[src/rtl/bootrom_arbiter.sv]
// Purpose: shares the single-ported boot RAM between port A (CPU) and port B (debug loader), round-robin, A write-protect.
// Latency: request seen in IDLE at cycle N -> RAM access at N+1 -> ack (and read data) at N+2; max one access per 3 cycles.
// Backpressure: requesters hold req and payload until their ack pulse; requests are not looked at outside IDLE.
module bootrom_arbiter #(
  parameter int BITDEPTH = 9
) (
  input  logic                clk,
  input  logic                resetn,
  // port A: CPU slave path
  input  logic                a_req_i,
  input  logic                a_rwn_i,
  input  logic [BITDEPTH-1:0] a_addr_i,
  input  logic [7:0]          a_wdata_i,
  output logic                a_ack_o,
  output logic                a_err_o,
  output logic [7:0]          a_rdata_o,
  // port B: debug loader, never write-protected
  input  logic                b_req_i,
  input  logic                b_rwn_i,
  input  logic [BITDEPTH-1:0] b_addr_i,
  input  logic [7:0]          b_wdata_i,
  output logic                b_ack_o,
  output logic [7:0]          b_rdata_o,
  // write protect for port A
  input  logic                wp_i,
  // boot RAM side
  output logic                ram_req_o,
  output logic                ram_rwn_o,
  output logic [BITDEPTH-1:0] ram_addr_o,
  output logic [7:0]          ram_wdata_o,
  output logic                ram_datawr_valid_o,
  input  logic [7:0]          ram_rdata_i
);

  typedef enum logic [1:0] {
    ST_IDLE   = 2'd0,
    ST_ACCESS = 2'd1,
    ST_RESP   = 2'd2
  } state_t;

  // Port encoding for sel/last_grant: 0 = A, 1 = B.
  localparam logic PORT_A = 1'b0;
  localparam logic PORT_B = 1'b1;

  state_t              state_q, state_d;
  logic                sel_q, sel_d;
  logic                last_q, last_d;
  logic [BITDEPTH-1:0] addr_q, addr_d;
  logic [7:0]          wdata_q, wdata_d;
  logic                rwn_q, rwn_d;
  logic                wp_q, wp_d;
  logic                grant_b;
  logic                blocked;

  // An A write captured while write protect was set never reaches the RAM.
  assign blocked = (sel_q == PORT_A) && !rwn_q && wp_q;

  // B wins when it is alone, or when both ask and A had the previous grant.
  assign grant_b = b_req_i && (!a_req_i || (last_q == PORT_A));

  // State and captured request; last_grant resets to B so A wins the first tie.
  always_ff @(posedge clk or negedge resetn) begin
    if (!resetn) begin
      state_q <= ST_IDLE;
      sel_q   <= PORT_A;
      last_q  <= PORT_B;
      addr_q  <= '0;
      wdata_q <= '0;
      rwn_q   <= 1'b1;
      wp_q    <= 1'b0;
    end else begin
      state_q <= state_d;
      sel_q   <= sel_d;
      last_q  <= last_d;
      addr_q  <= addr_d;
      wdata_q <= wdata_d;
      rwn_q   <= rwn_d;
      wp_q    <= wp_d;
    end
  end

  // Next state, grant capture and all outputs (outputs are decoded from the state register).
  always_comb begin
    state_d            = state_q;
    sel_d              = sel_q;
    last_d             = last_q;
    addr_d             = addr_q;
    wdata_d            = wdata_q;
    rwn_d              = rwn_q;
    wp_d               = wp_q;
    a_ack_o            = 1'b0;
    a_err_o            = 1'b0;
    a_rdata_o          = 8'h00;
    b_ack_o            = 1'b0;
    b_rdata_o          = 8'h00;
    ram_req_o          = 1'b0;
    ram_rwn_o          = 1'b1;
    ram_addr_o         = '0;
    ram_wdata_o        = 8'h00;
    ram_datawr_valid_o = 1'b0;

    case (state_q)
      ST_IDLE: begin
        if (a_req_i || b_req_i) begin
          sel_d   = grant_b;
          last_d  = grant_b;
          addr_d  = grant_b ? b_addr_i  : a_addr_i;
          wdata_d = grant_b ? b_wdata_i : a_wdata_i;
          rwn_d   = grant_b ? b_rwn_i   : a_rwn_i;
          wp_d    = wp_i;
          state_d = ST_ACCESS;
        end
      end

      ST_ACCESS: begin
        ram_req_o          = 1'b1;
        ram_rwn_o          = rwn_q;
        ram_addr_o         = addr_q;
        ram_wdata_o        = wdata_q;
        ram_datawr_valid_o = !rwn_q && !blocked;
        state_d            = ST_RESP;
      end

      ST_RESP: begin
        // RAM read data is registered, so it is valid in this cycle.
        if (sel_q == PORT_A) begin
          a_ack_o   = 1'b1;
          a_err_o   = blocked;
          a_rdata_o = ram_rdata_i;
        end else begin
          b_ack_o   = 1'b1;
          b_rdata_o = ram_rdata_i;
        end
        state_d = ST_IDLE;
      end

      default: state_d = ST_IDLE;
    endcase
  end

endmodule

[config.mk]
export PLATFORM = sky130hd
export DESIGN_NAME = bootrom_arbiter
export DESIGN_NICKNAME = d
export VERILOG_FILES = /design/src/rtl/bootrom_arbiter.sv
export SDC_FILE = /design/constraint.sdc
export NUM_CORES = 1
export LEC_CHECK = 0
export BUFFER_PORTS_ARGS = -buffer_cell sky130_fd_sc_hd__buf_2
export CAP_MARGIN = 40
export CORE_MARGIN = 2
export CORE_UTILIZATION = 38
export DETAILED_ROUTE_END_ITERATION = 6
export GPL_TIMING_DRIVEN = 1
export HOLD_SLACK_MARGIN = 0.05
export PLACE_DENSITY = 0.73
export REMOVE_ABC_BUFFERS = 1
export SYNTH_ARGS = -nofsm -noshare
export SYNTH_HDL_FRONTEND = slang
export SYNTH_SLANG_ARGS = --single-unit
export TNS_END_PERCENT = 50
[constraint.sdc]
create_clock -name clk -period 1.6 [get_ports clk]
set_input_delay 0.24 -clock clk [delete_from_list [all_inputs] [get_ports clk]]
set_output_delay 0.24 -clock clk [all_outputs]
set_load 0.01 [all_outputs]
==> run summary, run 1 <==
Worst-Skew Late Latency = 0.32 ns
total gr overflow = 0
Post-synth EDFFs = 0
Seq pwr share = 33.4%
initial antenna violation count = 0
Tot GR Track Use = 17.3%
largest net degree at the start of global routing = 24
Rel. slew slack = 66.0%
TritonCTS clock tree = built
count leader, synth = and2_1
Final Util = 61.3%
hold_ws = 0.124 ns
static leakage = 0.00114 µW
Clock Power Share = 8.6%
Least-Margin Pin Slew = 0.511 ns
syn_area_per_cell = 11.9 µm²
Slowest-stage cell, CP = dfrtp_1
Peak VDD IR = 0.771 mV
Final Cell Area = 2090 µm²
Worst setup EP type = output port
Area Overhead vs Synth = 52.2%
fin worst setup slack = -0.0447 ns
crit share post-route = 103%
DR iter-0 viols = 10
synth warn = 0
CP max stage delay = 0.44 ns
share of the synthesized area in the top cell type = 38.2%
DRC Markers = 0
Async S/R FF share, synth = 100%
sequential area share after synthesis = 42.0%
Hold Crit Class = in -> reg
# fillers = 310
die width = 64.2 µm
vias after detailed routing = 1229
Placer Congestion = 0.674
WP data required = 1.36 ns
Die H = 64.2 µm
Final ANT Viol Nets = 0
TritonCTS buffer count = 3
pwr/cell area = 1550 nW/µm²
clk sinks = 23
layout cell share with drive strength beyond 1 = 70.2%
Yosys cell types = 20
Synth Flop Type = dfrtp_1
ant diodes = 0
net switching fraction of the power = 35.8%
Initial DRT Pass Iterations = 4
# rows = 21
DRT Wirelength = 3.59 mm
synthesized flop and latch total = 23
routed vias/inst = 4.71
Final Critical Period = 1.64 ns
MaxCap Viol Count = 0
Die Area = 4120 µm²
CP Class = reg -> out
wire length per cell = 13.8 µm
HPWL Detailed = 2.57 mm
starting density of the core = 40.3%
number of global-route vias before repair = 1260
H-tree levels = 1
violated checks = negative setup slack
core area = 3420 µm²
fmax = 0.608 GHz
internal power = 2090 µW
P_sw = 1160 µW
crit path cell chain = nand2b_4, nor2_4, buf_4, and2_1, buf_2
status = finished, violations left
post-synthesis instance total = 116
Final Skew = 0.00536 ns
RSZ-0062 raised after global routing = true
setup violators final = 8
Post-DP Area = 1900 µm²
largest area contributor in the synthesized netlist = dfrtp_1
port buffer count = 87
Synth area leaders = dfrtp_1, mux2_2, and2_1
Clock Tree Root = clkbuf_4
final hold vios = 0
pins over their slew limit = 0
nets = 265
Synth top cells by count = and2_1, mux2_2, dfrtp_1
Mapped Area = 1380 µm²
clk buf depth = 2
crit-path max FO = 5
part of the power in combinational logic = 58.0%
Top Ports = 88
Post-Place Setup Slack = 0.000982 ns
crit path DAT = 1.40 ns
first-pass GRT wire length = 5.59 mm
Worst-path clk slew = 0.12 ns
Multi-input gate area = 821 µm²
crit start category = register
sequential cell area = 581 µm²
==> what timing repair did <==
item / 4_1_cts / 5_1_grt
endpoints found under the setup margin: 39 / 54
pin swaps: 0 / 2
resized for setup: 9 / 16
gates cloned: 1 / 2
hold buffers: 1 / 0
setup buffers: 1 / 1
hold endpoints to repair: 21 / 0
==> per-stage QoR <==
step	setup TNS [ns]	std cells	power [µW]
after global routing	-3.45	261	3500
after CTS	-0.554	258	3090
final	-0.305	261	3250
after global placement	0	251	2660
after floorplan	-13.74	111	2070
after detailed placement	0	251	2710
==> final timing paths <==
| path | from | end | slack [ns] | cells past startpoint |
|---|---|---|---|---|
| max | state_q[0]$_DFFE_PN0P_ | b_rdata_o[3] | -0.04 | 5 |
| min | a_req_i | last_q$_DFFE_PN1P_ | 0.12 | 2 |
| max reg2reg | last_q$_DFFE_PN1P_ | wdata_q[4]$_DFFE_PN0P_ | 0.01 | 4 |
| min reg2reg | addr_q[3]$_DFFE_PN0P_ | addr_q[3]$_DFFE_PN0P_ | 0.51 | 1 |
| max in group asynchronous | resetn | sel_q$_DFFE_PN0P_ | 0.81 | 2 |
| min in group asynchronous | resetn | addr_q[7]$_DFFE_PN0P_ | 0.43 | 2 |
==> worst max-delay path: cells and delay by family (launching register included) <==
family / cells / cell delay, ns
buffers and inverters: 2 / 0.25
DFF: 1 / 0.44
and+or+nand+nor: 3 / 0.40
==> state kept, by name, indices dropped and copies added, names as in the netlist <==
name,flops
addr_q,9
last_q,1
rwn_q,1
sel_q,1
state_q,2
wdata_q,8
wp_q,1
==> power by group through the flow <==
stage                     sequential, µW  combinational, µW  clock (µW)
final                               1090               1890         278
after global routing                1130               2070         311
after CTS                           1070               1740         284
after detailed placement            1070               1640           0
after global placement              1050               1610           0
after floorplan                     1010               1050           0
==> area by class of cell <==
cell class / count / area share, %
multi-input cells: 86 / 39.2
inverters: 2 / 0.359
clock buffers: 4 / 1.26
repair buffers: 100 / 28.7
flip-flops and latches: 23 / 27.7
well taps: 46 / 2.75
==> per-layer routing <==
layer  track usage (%)  wire length, µm
met1              18.9             1290
met2              32.6             1870
met3              4.75              371
met4              4.79               61
met5                 0                0
==> kinds of logic (layout without fill, tap and decap cells) <==
group,Yosys count,in the layout,synth area share (%)
buffers and inverters,7,106,3.46
AND/OR/NAND/NOR,44,44,19.3
AO/OA/AOI/OAI,5,5,2.46
flip-flops,23,23,42.0
multiplexers,37,37,32.8
==> cells in the final DEF (no fill, tap or decap), drive strengths merged <==
cell and n:
a21bo 1, a21o 1, a21oi 1, a31oi 1, and2 33, buf 97, clkbuf 6, dfrtp 21
dfstp 2, dlygate4sd3 1, inv 2, mux2 37, nand2b 2, nor2 4, nor2b 3, nor3 1
nor3b 1, o21ai 1
Power figures use the tool's default switching activity.
==> run 2: changes to the inputs <==
--- a/config.mk
+++ b/config.mk
@@ -12,8 +12,7 @@
 export DETAILED_ROUTE_END_ITERATION = 6
 export GPL_TIMING_DRIVEN = 1
 export HOLD_SLACK_MARGIN = 0.05
-export PLACE_DENSITY = 0.73
-export REMOVE_ABC_BUFFERS = 1
+export PLACE_DENSITY = 0.88
 export SYNTH_ARGS = -nofsm -noshare
 export SYNTH_HDL_FRONTEND = slang
 export SYNTH_SLANG_ARGS = --single-unit
==> run 2 against run 1 <==
  * The flow still finishes with violations (negative setup slack)
  * Sequential power barely moved
  * First-iteration DRC count is 10% lower
  * Worst setup slack worse by 0.0061 ns
  * Non-clock buffer count is the same
  * Cell count is the same
  * Core utilization up 2.7 points
  * Worst hold slack improved by 0.022 ns
  * Critical path depth fell by 1
  * Design area is 4.4% higher
  * Total power up 11%
  * Register-to-register slack better by 0.03 ns
  * Sequential share of layout area decreased by 1.2 points
  * Critical path type unchanged
  * Critical endpoint is now ram_addr_o[2]
  * Highest routed layer unchanged
==> run summary, run 2 (synthesis results as in run 1) <==
internal power = 2380 µW
Die H = 64.2 µm
RSZ-0062 raised after global routing = true
Rel. slew slack = 66.3%
DRC Markers = 0
CP Buf/Inv Count = 2
Final Skew = 0.00811 ns
Worst-Skew Late Latency = 0.31 ns
static leakage = 0.00115 µW
CP Class = reg -> out
crit share post-route = 103%
CP most frequent cell = buf_6
# rows = 21
CP delay by family, top = flip-flops
pwr/cell area = 1650 nW/µm²
crit path DAT = 1.41 ns
Tot GR Track Use = 16.0%
vias after detailed routing = 1230
TritonCTS buffer count = 3
# fillers = 285
MaxCap Viol Count = 0
Hold Crit Class = in -> reg
Top Ports = 88
Post-Syn Nets = 165
CP max stage delay = 0.46 ns
violated checks = negative setup slack
wire length on met2 = 1.85 mm
Largest regs = addr_q: 9 flops, wdata_q: 8 flops, state_q: 2 flops
Clock Power Share = 7.5%
Initial DRT Pass Iterations = 4
DRT Wirelength = 3.51 mm
crit path cell chain = nor2b_4, buf_6, and2_4, buf_6
most frequent cells in the layout = buf_2, mux2_2, dfrtp_1, buf_6, and2_1
Area Overhead vs Synth = 59.0%
crit start category = register
Final Critical Period = 1.65 ns
clk buf depth = 2
pins over their slew limit = 0
setup violators final = 19
Design Power = 3600 µW
clk sinks = 23
Final Cell Area = 2190 µm²
layout cell share with drive strength beyond 1 = 75.8%
Reg with most FFs = addr_q
Final Util = 64.0%
Post-DP Area = 1890 µm²
first-pass GRT wire length = 5.14 mm
Peak VDD IR = 0.785 mV
met1 wire length = 1.32 mm
Final ANT Viol Nets = 0
fin worst setup slack = -0.0508 ns
Least-Margin Pin Slew = 0.506 ns
met3 wire len = 224 µm
Post-Place Setup Slack = 0.00641 ns
Worst-path clk slew = 0.12 ns
P_sw = 1230 µW
TritonCTS clock tree = built
ant diodes = 0
crit-path max FO = 5
fmax = 0.606 GHz
largest net degree at the start of global routing = 24
port buffer count = 87
starting density of the core = 40.3%
DR iter-0 viols = 9
final hold vios = 0
hold_ws = 0.146 ns
part of the power in combinational logic = 62.4%
HPWL Detailed = 2.49 mm
Multi-input gate area = 827 µm²
sequential cell area = 579 µm²
Top Layer Used = met4
routed vias/inst = 4.71
status = finished, violations left
net switching fraction of the power = 34.1%
Placer Congestion = 0.711
die width = 64.2 µm
core area = 3420 µm²
H-tree levels = 1
nets = 265
WP data required = 1.36 ns
total gr overflow = 0
most common cell after layout, fill and taps aside = buf_2
wire length per cell = 13.4 µm
Die Area = 4120 µm²
Seq pwr share = 30.1%
Slowest-stage cell, CP = dfrtp_2
initial antenna violation count = 0
max FFs per register = 9
Clock Tree Root = clkbuf_4
number of global-route vias before repair = 1135
Worst setup EP type = output port
[run 2: timing repair]
action                                  4_1_cts  5_1_grt
resized for setup                            10       37
cloned                                        2        2
endpoints found under the setup margin       39       52
buffers inserted                              3        0
pin swaps                                    11        9
hold buffers                                  1        0
hold endpoints to repair                     21        0
[run 2: layer usage]
| layer | up-vias | track usage, % |
|---|---|---|
| li1 | 585 | - |
| met1 | 574 | 18.7 |
| met2 | 61 | 29.7 |
| met5 | - | 0 |
| met3 | 10 | 1.76 |
| met4 | 0 | 6.38 |
[run 2: area by class of cell]
cell class	count	share of cell area, %
repair buffers	100	31.5
well taps	46	2.63
multi-input cells	86	37.8
clock buffers	4	1.20
inverters	2	0.343
flip-flops and latches	23	26.5
[run 2: power by group through the flow]
stage / registers [µW] / clock network [µW] / logic, µW
after detailed placement: 1070 / 0 / 1640
final: 1090 / 270 / 2250
after global routing: 1130 / 308 / 2400
after global placement: 1050 / 0 / 1610
after floorplan: 1010 / 0 / 1080
after CTS: 1060 / 274 / 1840
[run 2: worst paths after layout]
| path | start | to | slack (ns) | cells past startpoint |
|---|---|---|---|---|
| worst max-delay path | state_q[1]$_DFFE_PN0P_ | ram_addr_o[2] | -0.05 | 4 |
| worst max register to register | last_q$_DFFE_PN1P_ | wdata_q[5]$_DFFE_PN0P_ | 0.04 | 4 |
| worst min-delay path | a_req_i | last_q$_DFFE_PN1P_ | 0.15 | 2 |
| worst min register to register | wdata_q[0]$_DFFE_PN0P_ | wdata_q[0]$_DFFE_PN0P_ | 0.52 | 1 |
| min in group asynchronous | resetn | wdata_q[6]$_DFFE_PN0P_ | 0.41 | 2 |
| max in group asynchronous | resetn | state_q[1]$_DFFE_PN0P_ | 0.81 | 2 |
[run 2: metrics by stage]
| step | instances | TNS [ns] |
|---|---|---|
| after floorplan | 116 | 0 |
| after global placement | 249 | 0 |
| after detailed placement | 249 | 0 |
| after CTS | 259 | -0.200 |
| after global routing | 261 | -2.57 |
| final | 261 | -0.476 |
